### src/rtl/metaballs_pkg.sv
// Shared types and screen constants for the metaball motion block.
// Also holds the per-ball start-position helper.
package metaballs_pkg;

  localparam int SCREEN_WIDTH  = 800;
  localparam int SCREEN_HEIGHT = 600;
  localparam int BALL_DIM      = 25;
  localparam int MAX_BALLS     = 8;

  typedef enum logic [1:0] {
    IDLE  = 2'd0,
    UPD_X = 2'd1,
    UPD_Y = 2'd2,
    DONE  = 2'd3
  } state_t;

  // Staggered start so balls begin apart and on the speed grid.
  function automatic logic [9:0] start_pos(
    input int   i,
    input logic axis,
    input int   speed
  );
    int v;
    v = axis ? speed * (4 + 10 * i) : speed * (6 + 8 * i);
    return v[9:0];
  endfunction

endpackage

### src/rtl/axis_step.sv
// One-axis position step with edge bounce.
// Shared between the x and y updates of every ball.
module axis_step (
  input  logic [9:0] i_pos,
  input  logic       i_dir,
  input  logic [9:0] i_limit,
  input  logic [9:0] i_speed,
  output logic [9:0] o_pos_next,
  output logic       o_dir_next
);

  logic [9:0] w_turn_hi;

  assign w_turn_hi = i_limit - i_speed;

  // Move with the old direction; flip one step before either edge.
  always_comb begin
    o_pos_next = i_dir ? (i_pos + i_speed) : (i_pos - i_speed);
    o_dir_next = i_dir;
    if (i_pos == i_speed)
      o_dir_next = 1'b1;
    else if (i_pos == w_turn_hi)
      o_dir_next = 1'b0;
  end

endmodule

### src/rtl/ball_motion_sequencer.sv
// Per-frame ball motion sweep through one shared axis stepper.
// Triggered by the falling edge of v_sync; read port is combinational.
module ball_motion_sequencer #(
  parameter int NUM_BALLS     = 4,
  parameter int BALL_SPEED    = 5,
  parameter int SCREEN_WIDTH  = metaballs_pkg::SCREEN_WIDTH,
  parameter int SCREEN_HEIGHT = metaballs_pkg::SCREEN_HEIGHT,
  parameter int BALL_DIM      = metaballs_pkg::BALL_DIM
) (
  input  logic        clk_100mhz,
  input  logic        reset,
  input  logic        v_sync,
  input  logic        pause,
  input  logic [2:0]  rd_idx,
  output logic [9:0]  rd_x,
  output logic [9:0]  rd_y,
  output logic        busy,
  output logic        frame_done,
  output logic [15:0] frame_count
);

  import metaballs_pkg::*;

  localparam logic [9:0] SPD   = 10'(BALL_SPEED);
  localparam logic [9:0] LIM_X = 10'(SCREEN_WIDTH - BALL_DIM);
  localparam logic [9:0] LIM_Y = 10'(SCREEN_HEIGHT - BALL_DIM);
  localparam logic [2:0] LAST  = 3'(NUM_BALLS - 1);
  localparam logic [3:0] NB4   = 4'(NUM_BALLS);

  state_t      r_state;
  state_t      w_state_nxt;
  logic        r_vs_q;
  logic [2:0]  r_idx;
  logic [15:0] r_frame_count;
  logic [9:0]  r_x  [MAX_BALLS];
  logic [9:0]  r_y  [MAX_BALLS];
  logic        r_vx [MAX_BALLS];
  logic        r_vy [MAX_BALLS];

  logic        w_start;
  logic        w_last;
  logic        w_sel_y;
  logic [9:0]  w_pos;
  logic        w_dir;
  logic [9:0]  w_limit;
  logic [9:0]  w_pos_nxt;
  logic        w_dir_nxt;

  assign w_start = r_vs_q & ~v_sync & ~pause & (r_state == IDLE);
  assign w_last  = (r_idx == LAST);
  assign w_sel_y = (r_state == UPD_Y);

  assign w_pos   = w_sel_y ? r_y[r_idx]  : r_x[r_idx];
  assign w_dir   = w_sel_y ? r_vy[r_idx] : r_vx[r_idx];
  assign w_limit = w_sel_y ? LIM_Y       : LIM_X;

  axis_step u_step (
    .i_pos      (w_pos),
    .i_dir      (w_dir),
    .i_limit    (w_limit),
    .i_speed    (SPD),
    .o_pos_next (w_pos_nxt),
    .o_dir_next (w_dir_nxt)
  );

  // State register.
  always_ff @(posedge clk_100mhz) begin
    if (reset)
      r_state <= IDLE;
    else
      r_state <= w_state_nxt;
  end

  // Sweep sequencing: x then y for each ball, then one DONE cycle.
  always_comb begin
    w_state_nxt = r_state;
    unique case (r_state)
      IDLE:    if (w_start) w_state_nxt = UPD_X;
      UPD_X:   w_state_nxt = UPD_Y;
      UPD_Y:   w_state_nxt = w_last ? DONE : UPD_X;
      DONE:    w_state_nxt = IDLE;
      default: w_state_nxt = IDLE;
    endcase
  end

  // Ball state, edge detect, index and frame counter.
  always_ff @(posedge clk_100mhz) begin
    if (reset) begin
      r_vs_q        <= 1'b1;
      r_idx         <= 3'd0;
      r_frame_count <= 16'd0;
      for (int i = 0; i < MAX_BALLS; i++) begin
        r_x[i]  <= start_pos(i, 1'b0, BALL_SPEED);
        r_y[i]  <= start_pos(i, 1'b1, BALL_SPEED);
        r_vx[i] <= 1'b1;
        r_vy[i] <= 1'b1;
      end
    end else begin
      r_vs_q <= v_sync;
      if (w_start)
        r_idx <= 3'd0;
      if (r_state == UPD_X) begin
        r_x[r_idx]  <= w_pos_nxt;
        r_vx[r_idx] <= w_dir_nxt;
      end
      if (r_state == UPD_Y) begin
        r_y[r_idx]  <= w_pos_nxt;
        r_vy[r_idx] <= w_dir_nxt;
        r_idx       <= w_last ? 3'd0 : r_idx + 3'd1;
      end
      if (r_state == DONE)
        r_frame_count <= r_frame_count + 16'd1;
    end
  end

  // Read port; indices past the last ball read as zero.
  always_comb begin
    rd_x = 10'd0;
    rd_y = 10'd0;
    if ({1'b0, rd_idx} < NB4) begin
      rd_x = r_x[rd_idx];
      rd_y = r_y[rd_idx];
    end
  end

  assign busy        = (r_state == UPD_X) | (r_state == UPD_Y);
  assign frame_done  = (r_state == DONE);
  assign frame_count = r_frame_count;

endmodule

### config.mk
export PLATFORM = sky130hd
export DESIGN_NAME = ball_motion_sequencer
export DESIGN_NICKNAME = d
export VERILOG_FILES = /design/src/rtl/metaballs_pkg.sv /design/src/rtl/axis_step.sv /design/src/rtl/ball_motion_sequencer.sv
export SDC_FILE = /design/constraint.sdc
export NUM_CORES = 1
export LEC_CHECK = 0
export ABC_AREA = 1
export CAP_MARGIN = 10
export CORE_ASPECT_RATIO = 1.5
export CORE_MARGIN = 1.5
export CORE_UTILIZATION = 45
export CTS_CLUSTER_DIAMETER = 120
export DETAILED_ROUTE_END_ITERATION = 10
export GPL_TIMING_DRIVEN = 0
export MAX_ROUTING_LAYER = met4
export SLEW_MARGIN = 5
export SYNTH_ARGS = -nofsm -noshare
export SYNTH_HDL_FRONTEND = slang
export SYNTH_SLANG_ARGS = --single-unit
export TNS_END_PERCENT = 5
### constraint.sdc
create_clock -name clk_100mhz -period 2.9 [get_ports clk_100mhz]
set_input_delay 0.725 -clock clk_100mhz [delete_from_list [all_inputs] [get_ports clk_100mhz]]
set_output_delay 0.725 -clock clk_100mhz [all_outputs]
set_load 0.05 [all_outputs]
; ---- Yosys cells after proc, flatten, opt, wreduce, memory -nomap -nowiden
; Memories as Yosys holds them, arrays and structs flattened. A register that Yosys moved wholly into a read port is not among the register bits.
; Index checks and enable logic that the tools add are counted.
[totals]
word_cells = 75
regBits = 22
ramBits = 176
mem_count = 4
[classes]
n_addsub = 5
reduce_logical = 6
n_eq_ne = 7
bitwise = 6
muxes = 42
order_cmp = 1
[mem_list]
columns = name, depth, width, rd, rd_ports_with_merged_regs, wr, line
row1 = r_x, 8, 10, 2, 1, 8, ball_motion_sequencer.sv:35  ; logic [9:0] r_x [MAX_BALLS];
row2 = r_y, 8, 10, 2, 1, 8, ball_motion_sequencer.sv:36  ; logic [9:0] r_y [MAX_BALLS];
row3 = r_vx, 8, 1, 1, 1, 8, ball_motion_sequencer.sv:37  ; logic r_vx [MAX_BALLS];
row4 = r_vy, 8, 1, 1, 1, 8, ball_motion_sequencer.sv:38  ; logic r_vy [MAX_BALLS];
[op_table]
columns = cell, n
row1 = 10-bit 2-to-1 mux, 6
row2 = 3-bit 2-to-1 mux, 15
row3 = 10-bit OR reduction, 2
row4 = "10-bit by 3-bit subtractor with 10-bit output, second input constant", 2
row5 = 1-bit 2-to-1 mux, 17
row6 = "16-bit by 1-bit adder with 16-bit output, second input constant", 1
row7 = "10-bit by 3-bit adder with 10-bit output, second input constant", 1
row8 = 10-bit equality test, 1
row9 = "10-bit by 3-bit equality test with 1-bit output, second input constant", 1
row10 = 9-bit 2-to-1 mux, 1
row11 = 2-bit one-hot mux with 4 select lines, 1
row12 = "2-bit equality test, second input constant", 2
row13 = 2-bit 2-to-1 mux, 2
row14 = "3-bit by 1-bit adder with 3-bit output, second input constant", 1
row15 = 1-bit AND, 3
row16 = "3-bit by 2-bit equality test with 1-bit output, second input constant", 1
row17 = "3-bit < comparator, second input constant", 1
row18 = "2-bit by 1-bit equality test with 1-bit output, second input constant", 1
row19 = 2-bit zero test, 1
row20 = "2-bit != test, second input constant", 1
row21 = 1-bit NOT, 2
row22 = 2-bit nonzero test, 1
row23 = 1-bit OR reduction, 2
row24 = 1-bit OR, 1

; ---- Longest topological paths before layout
[depth]
ltp_word = 8
ltp_mapped = 22
ltp_nobuf = 18

; ---- Modules after synthesis
; Synthesis repeated with hierarchy kept, for this count alone.
[unflattened]
cells_unflattened = 1428
hier_area_um2 = 11467.2
[modules_own_cells]
columns = mod, cells_each, area_per_inst_um2, n_inst
row1 = ball_motion_sequencer, 1151, 9904.5, 1
row2 = axis_step, 277, 1562.7, 1

; ---- Worst setup path before layout
; No wires, ideal clock.
[synth_timing]
path_kind = input to output
start = input rd_idx[0]
end = output rd_x[0]
setup_slack_ns = -0.206
t_required_ns = 2.175
arrival_ns = 2.381
n_path_buf = 3
cell_stages = 5
path_cell_list = clkbuf_1 > clkbuf_1 > buf_1 > o211ai_1 > a21oi_1
[synth_via]
elab_chain_len = 2
elab_cells_between_ends = 3
classes_between = 1 x order compare / 1 x mux / 1 x memory
[synth_rtl]
columns = element, line
row1 = start: declaration, ball_motion_sequencer.sv:14  ; input logic [2:0] rd_idx,
row2 = memory 8 x 10 bit / 3-bit < comparator (equally long branches), -
row3 = 10-bit 2-to-1 mux (*), ball_motion_sequencer.sv:120  ; if ({1'b0, rd_idx} < NB4) begin
row4 = end: declaration, ball_motion_sequencer.sv:15  ; output logic [9:0] rd_x,
; Mark *: on every way between the ends. The rest lies on a longest branch, timed or not.

==> impl_metrics.tcl <==
set metrics [dict create \
    maxSlewHeadroom 0.468 \
    cts_buffers 21 \
    dpl.hpwl_um 26300 \
    fin_crit_sh 1.03 \
    clk_root_buffer_cell "clkbuf_16" \
    synthToLayoutAreaGrowth_pct 21.4 \
    drtPass1Iterations 6 \
    hp-class "flip-flop to flip-flop" \
    synth_edf_count 160 \
    track_usage 0.328 \
    clockBufferDepth 3 \
    drtIter0Drc 1275 \
    drtAntennaViolNets 0 \
    skew_ns 0.0136 \
    worstPathRequired_ns 3.16 \
    crit_fanout 10 \
    vias 9607 \
    p_int_mw 6.93 \
    power.total_mw 12.0 \
    setup_violations 10 \
    cts_tree "yes" \
    timing.final.crit_period_ns 2.97 \
    grt_max_degree 16 \
    layout_common_cells "nand2_1, nor2_1, edfxtp_1" \
    hold_viol_final 0 \
    clk_pin_slew_ns 0.07 \
    drive_gt1_frac 0.166 \
    crit_path_end_kind "flip-flop" \
    row_count 68 \
    syn-num-nets 1292 \
    n_antenna_cell 0 \
    grt_setup_unrepaired "yes" \
    synth_warnings 0 \
    dieArea_mm2 0.0243 \
    grt_pass1_vias 8703 \
    wl_um 39000 \
    grt_pass1_wl_um 55400 \
    switching_power_mw 5.08 \
    core-area_mm2 0.0230 \
    viasPerCell 5.79 \
    path_class "flip-flop to flip-flop" \
    postSynth.asyncResetShare 0 \
    finalSetupTns_ns -0.617 \
    clkLatencyLatePin_ns 0.51 \
    slowest_stage "dfxtp_4" \
    whs_path_depth 2 \
    syn_area_mm2 0.0105 \
    arrival_ns 3.23 \
    die_h_um 190 \
    synth_cell_types 32 \
    vdd_drop_max_mv 0.697 \
    holdWs_ns 0.480 \
    synth_cells 1274 \
    antenna_found_initial 0 \
    pre_cts_ws_ns -2.21 \
    cts.htree.levels 1 \
    syn_avg_cell_area_um2 8.25 \
    status "complete, but fails checks" \
    synth_seq_cells 201 \
    cap_violations 0 \
    cpPeakStageDelay_ns 0.38 \
    crit_top_cell "nand2_1" \
    gp_congestion 0.976 \
    start_util 0.458 \
    final_common_cell "nand2_1" \
    violations "negative setup slack" \
    maxSlewViolCount 0 \
    numPortBuffers 40 \
    r2r_cells 15 \
    timing.final.ws_setup_ns -0.0739 \
    clock_power_share 0.240 \
    cts_hold_buf 0 \
    fin_nets 1383 \
    crit_path_cell_trace "buf_12 > clkbuf_16 > nand2_1 > nand3_1 > nand3_1 > nand3_1 > nand2_1 > nand2_1 > nor2_1 > nand2_1 > nand2_1 > nand4_1 > nand2_4 > buf_12 > nor2_2" \
    clock-sinks 201 \
    pin_count 45 \
    timing.rr.end "r_x[5][9]" \
    reg2reg_slack_ns -0.07 \
    avgRoutedWirePerCell_um 23.5 \
    pwr_density_cell_mw_per_mm2 940 \
    seq_area_frac_synth 0.535 \
    fmax_mhz 336 \
    worst_pin_slew_ns 0.798 \
    critPathLaunchType "flip-flop" \
    min_from "frame_count[12]" \
    overflow 0 \
    pwr-share-seq 0.277 \
    drc 0 \
    hold_end "frame_count[12]" \
    combPwrFrac 0.483 \
    leakage_nw 4.94 \
    switching_share 0.423 \
    chipWidth_um 128 \
    synth_top_flop_cell "edfxtp_1" \
]
timing repair:
action | 4_1_cts | 5_1_grt
setup buffers | 11 | 12
endpoints found under the hold margin | 0 | 0
resized for setup | 162 | 84
gates cloned | 1 | 4
endpoints found under the setup margin | 262 | 241
pin swaps | 5 | 11
layer usage:
| layer | share of wire | track usage |
|---|---|---|
| met2 | 0.49 | 0.546 |
| met3 | 0.082 | 0.0312 |
| met5 | 0 | - |
| met1 | 0.35 | 0.375 |
| met4 | 0.082 | 0.220 |
power by group through the flow:
| stage | sequential (mW) | clock, mW | combinational [mW] |
|---|---|---|---|
| 2_1_floorplan | 3.36 | 0 | 2.36 |
| 3_3_place_gp | 3.37 | 0 | 4.10 |
| 3_5_place_dp | 3.37 | 0 | 4.10 |
| 4_1_cts | 3.31 | 2.87 | 5.17 |
| 5_1_grt | 3.33 | 2.99 | 5.91 |
| 6_report | 3.32 | 2.88 | 5.80 |
layout make-up:
cell class,instances,area (um^2)
fillers,2149,10200
flip-flops and latches,201,5630
multi-input cells,861,4160
repair buffers,68,691
plain buffers,68,648
clock buffers,27,588
inverters,144,557
well taps,280,350
clock inverters,10,135
flip-flops by register name (all words and copies together), names as in the netlist, named ones only:
| name | flops |
|---|---|
| r_state | 2 |
| r_vy | 8 |
| r_y | 80 |
| r_vx | 8 |
| r_idx | 3 |
| r_x | 80 |
| r_vs_q | 1 |
| frame_count | 16 |
cells in the mapped netlist, types with 2 or more instances:
master	n	area, um^2
nand3_1	109	546
nand4_1	2	12.5
nor2_1	172	646
inv_2	5	18.8
buf_2	20	100
nor2_2	13	81.3
o21ai_0	75	375
a21oi_1	67	335
edfxtp_1	160	4800
nand2_2	12	75.1
buf_1	3	11.3
buf_6	13	146
clkbuf_1	26	97.6
clkinv_1	4	15.0
o21ai_1	3	15.0
buf_4	6	45.0
or2_2	7	43.8
dfxtp_1	41	821
o211ai_1	33	248
nor3_1	16	80.1
inv_1	135	507
a211oi_1	3	22.5
xor2_1	2	17.5
nand3_2	2	20.0
ha_1	11	138
nand2_1	328	1230
worst max path at each step:
stage,from,endpoint,slack [ns],depth (start not counted)
floorplan,rd_idx[0],rd_x[3],-0.21,5
global placement,flip-flop,r_x[4][1],-2.21,14
detailed placement,flip-flop,r_x[1][1],-2.21,14
CTS,rd_idx[0],rd_x[4],-0.08,6
global route,rd_idx[0],rd_y[7],-0.12,6
finish,flip-flop,r_x[5][9],-0.07,15
cells by family (layout without fill, tap and decap cells):
group | Yosys count | after routing | share of synthesized area
buffers and inverters | 212 | 317 | 0.0895
XOR/XNOR | 3 | 3 | 0.00321
AND/OR/NAND/NOR | 664 | 664 | 0.262
AO/OA/AOI/OAI | 183 | 183 | 0.0966
adder cells (fa/ha/maj) | 11 | 11 | 0.0131
flip-flops | 201 | 201 | 0.535
worst max-delay path: cells and delay by family, from the launching register on:
kind / cells / cell delay, ns
and+or+nand+nor: 12 / 1.79
buffers and inverters: 3 / 0.52
DFF: 1 / 0.38
metrics by stage:
| step | cells | cell area [um^2] | utilization |
|---|---|---|---|
| floorplan | 1274 | 10500 | - |
| global route | 1659 | 12800 | 0.556 |
| detailed placement | 1594 | 11300 | 0.491 |
| finish | 1659 | 12800 | 0.556 |
| global placement | 1594 | 11300 | 0.491 |
| CTS | 1643 | 12400 | 0.540 |
Power figures use the tool's default switching activity.
==> edit, RTL diff (config.mk and constraints unchanged) <==
Change the package constant `MAX_BALLS` from 8 to 32.
--- a/src/rtl/metaballs_pkg.sv
+++ b/src/rtl/metaballs_pkg.sv
@@ -5,7 +5,7 @@
   localparam int SCREEN_WIDTH  = 800;
   localparam int SCREEN_HEIGHT = 600;
   localparam int BALL_DIM      = 25;
-  localparam int MAX_BALLS     = 8;
+  localparam int MAX_BALLS     = 32;
 
   typedef enum logic [1:0] {
     IDLE  = 2'd0,
Behaviour: no difference found for any inputs over 4 cycles, from zero or initial values and one cycle with reset high; that may be too few to reach the edited logic, so the function may still have changed.
==> edit against the unedited design <==
The flow still finishes with violations (setup timing); count of clock-buffer cells in the layout is 1 lower; power is 1.3% lower; critical path type unchanged; cell area is 1.7% lower; critical path depth is 2 lower; worst setup slack worse by 34 ps; area after synthesis is 1.8% higher; non-clock buffer count is 19 lower; sequential cell count stayed put; wire length is 4.0% higher.
==> edit: results (changes against the unedited design) <==
| Metric | Value |
|---|---|
| Post-route setup TNS | -1390 ps (-770 ps) |
| Mapped Nets | 1338 (+3.6%) |
| # nets final | 1410 (+2.0%) |
| Maximum vdd drop | 0.672 mV (-3.6%) |
| Gpl congestion | 1.00 (+2.4%) |
| CP arrival | 3240 ps (about the same) |
| Placed Area | 11500 um^2 (+2.0%) |
| Pint | 6.57 mW (-5.2%) |
| List of most frequent post-synthesis cells | 378 x nand2_1, 160 x edfxtp_1, 155 x inv_1 |
| Outcome | finished, violations left |
| Crit path largest cell delay | 400 ps (+20 ps) |
| First-pass GRT wire length | 58.6 mm (+5.7%) |
| Clock power share | 23.8% (-0.2 points) |
| Clock skew | 15.0 ps (+1.44 ps) |
| GRT Total Usage | 34.5% (+1.7 points) |
| Via count | 9518 (-0.93%) |
| Wire per inst | 23.6 um (+0.39%) |
| Failing checks | setup timing |
| Vias in the first global route | 9267 (+6.5%) |
| Largest net degree at the start of global routing | 17 (+1) |
| Initial DRT Pass Iterations | 9 (+3) |
| Ranking of synthesized cells by area | edfxtp_1 45%, nand2_1 13%, dfxtp_1 7.7% |
| Leakage Power | 5.06 nW (+2.4%) |
| Setup-failing EPs final | 21 (+11) |
| Worst slew margin | 28.5% (-18 points) |
| Setup ws final | -107 ps (-33.6 ps) |
| Initial drt markers | 995 (-22%) |
| Slowest stage cell, crit path | dfxtp_1 |
-- edit: repair_timing --
| action | in CTS | in global routing |
|---|---|---|
| hold endpoints to repair | 0 | 0 |
| endpoints found under the setup margin | 263 | 191 |
| pin swaps | 4 | 3 |
| resized for setup | 120 | 53 |
| setup buffers | 4 | 6 |
-- edit: per-layer routing --
metal  global-route usage (%)  vias to the layer above  wire length (um)
met1                     37.2                     4523             14200
met2                     59.0                      465             20200
met5                        -                        -                 0
met3                     3.73                      141              2720
met4                     24.7                        0              3440
li1                         -                     4389                 -
-- edit: cell families (layout without fill, tap and decap cells) --
logic type | count (synthesis) | after routing | share of synthesized area, %
AND/OR/NAND/NOR | 692 | 692 | 26.9
buffers and inverters | 234 | 320 | 9.75
flip-flops | 201 | 201 | 52.6
AO/OA/AOI/OAI | 170 | 170 | 8.32
adder cells (fa/ha/maj) | 14 | 14 | 1.64
XOR/XNOR | 6 | 6 | 0.807
-- edit: through the flow --
stage / setup slack (ps) / instances / hold WS [ps]
after global placement: -1610 / 1672 / 466
after CTS: -71.9 / 1712 / 490
after global routing: -173 / 1718 / 509
final: -107 / 1718 / 490
after floorplan: -54.4 / 1317 / 441
after detailed placement: -1520 / 1672 / 476
-- edit: area by class of cell --
class | count | area (um^2)
Fill cell | 2273 | 10600
Sequential cell | 201 | 5630
Multi-Input combinational cell | 882 | 4180
Inverter | 166 | 629
Clock buffer | 26 | 564
Buffer | 67 | 562
Timing Repair Buffer | 50 | 452
Tap cell | 315 | 394
Clock inverter | 11 | 140
-- edit: final timing paths --
path | from | depth (start not counted) | endpoint
setup / recovery | flip-flop | 13 | r_x[3][7]
hold / removal | frame_count[12] | 2 | frame_count[12]
setup reg to reg | flip-flop | 13 | r_x[3][7]
hold reg to reg | frame_count[12] | 2 | frame_count[12]
-- edit: power by group through the flow --
stage                     Sequential [mW]  Combinational, mW  Clock (mW)
final                                3.34               5.69        2.83
after global placement               3.39               4.69           0
after CTS                            3.34               5.34        2.82
after detailed placement             3.40               4.69           0
after global routing                 3.35               5.82        2.94
after floorplan                      3.38               2.56           0
-- edit: worst max-delay path: cells and delay by family, from the launching register on --
family | cells | cell delay (ps)
buf+inv | 3 | 930
flops | 1 | 400
simple gates | 10 | 1390
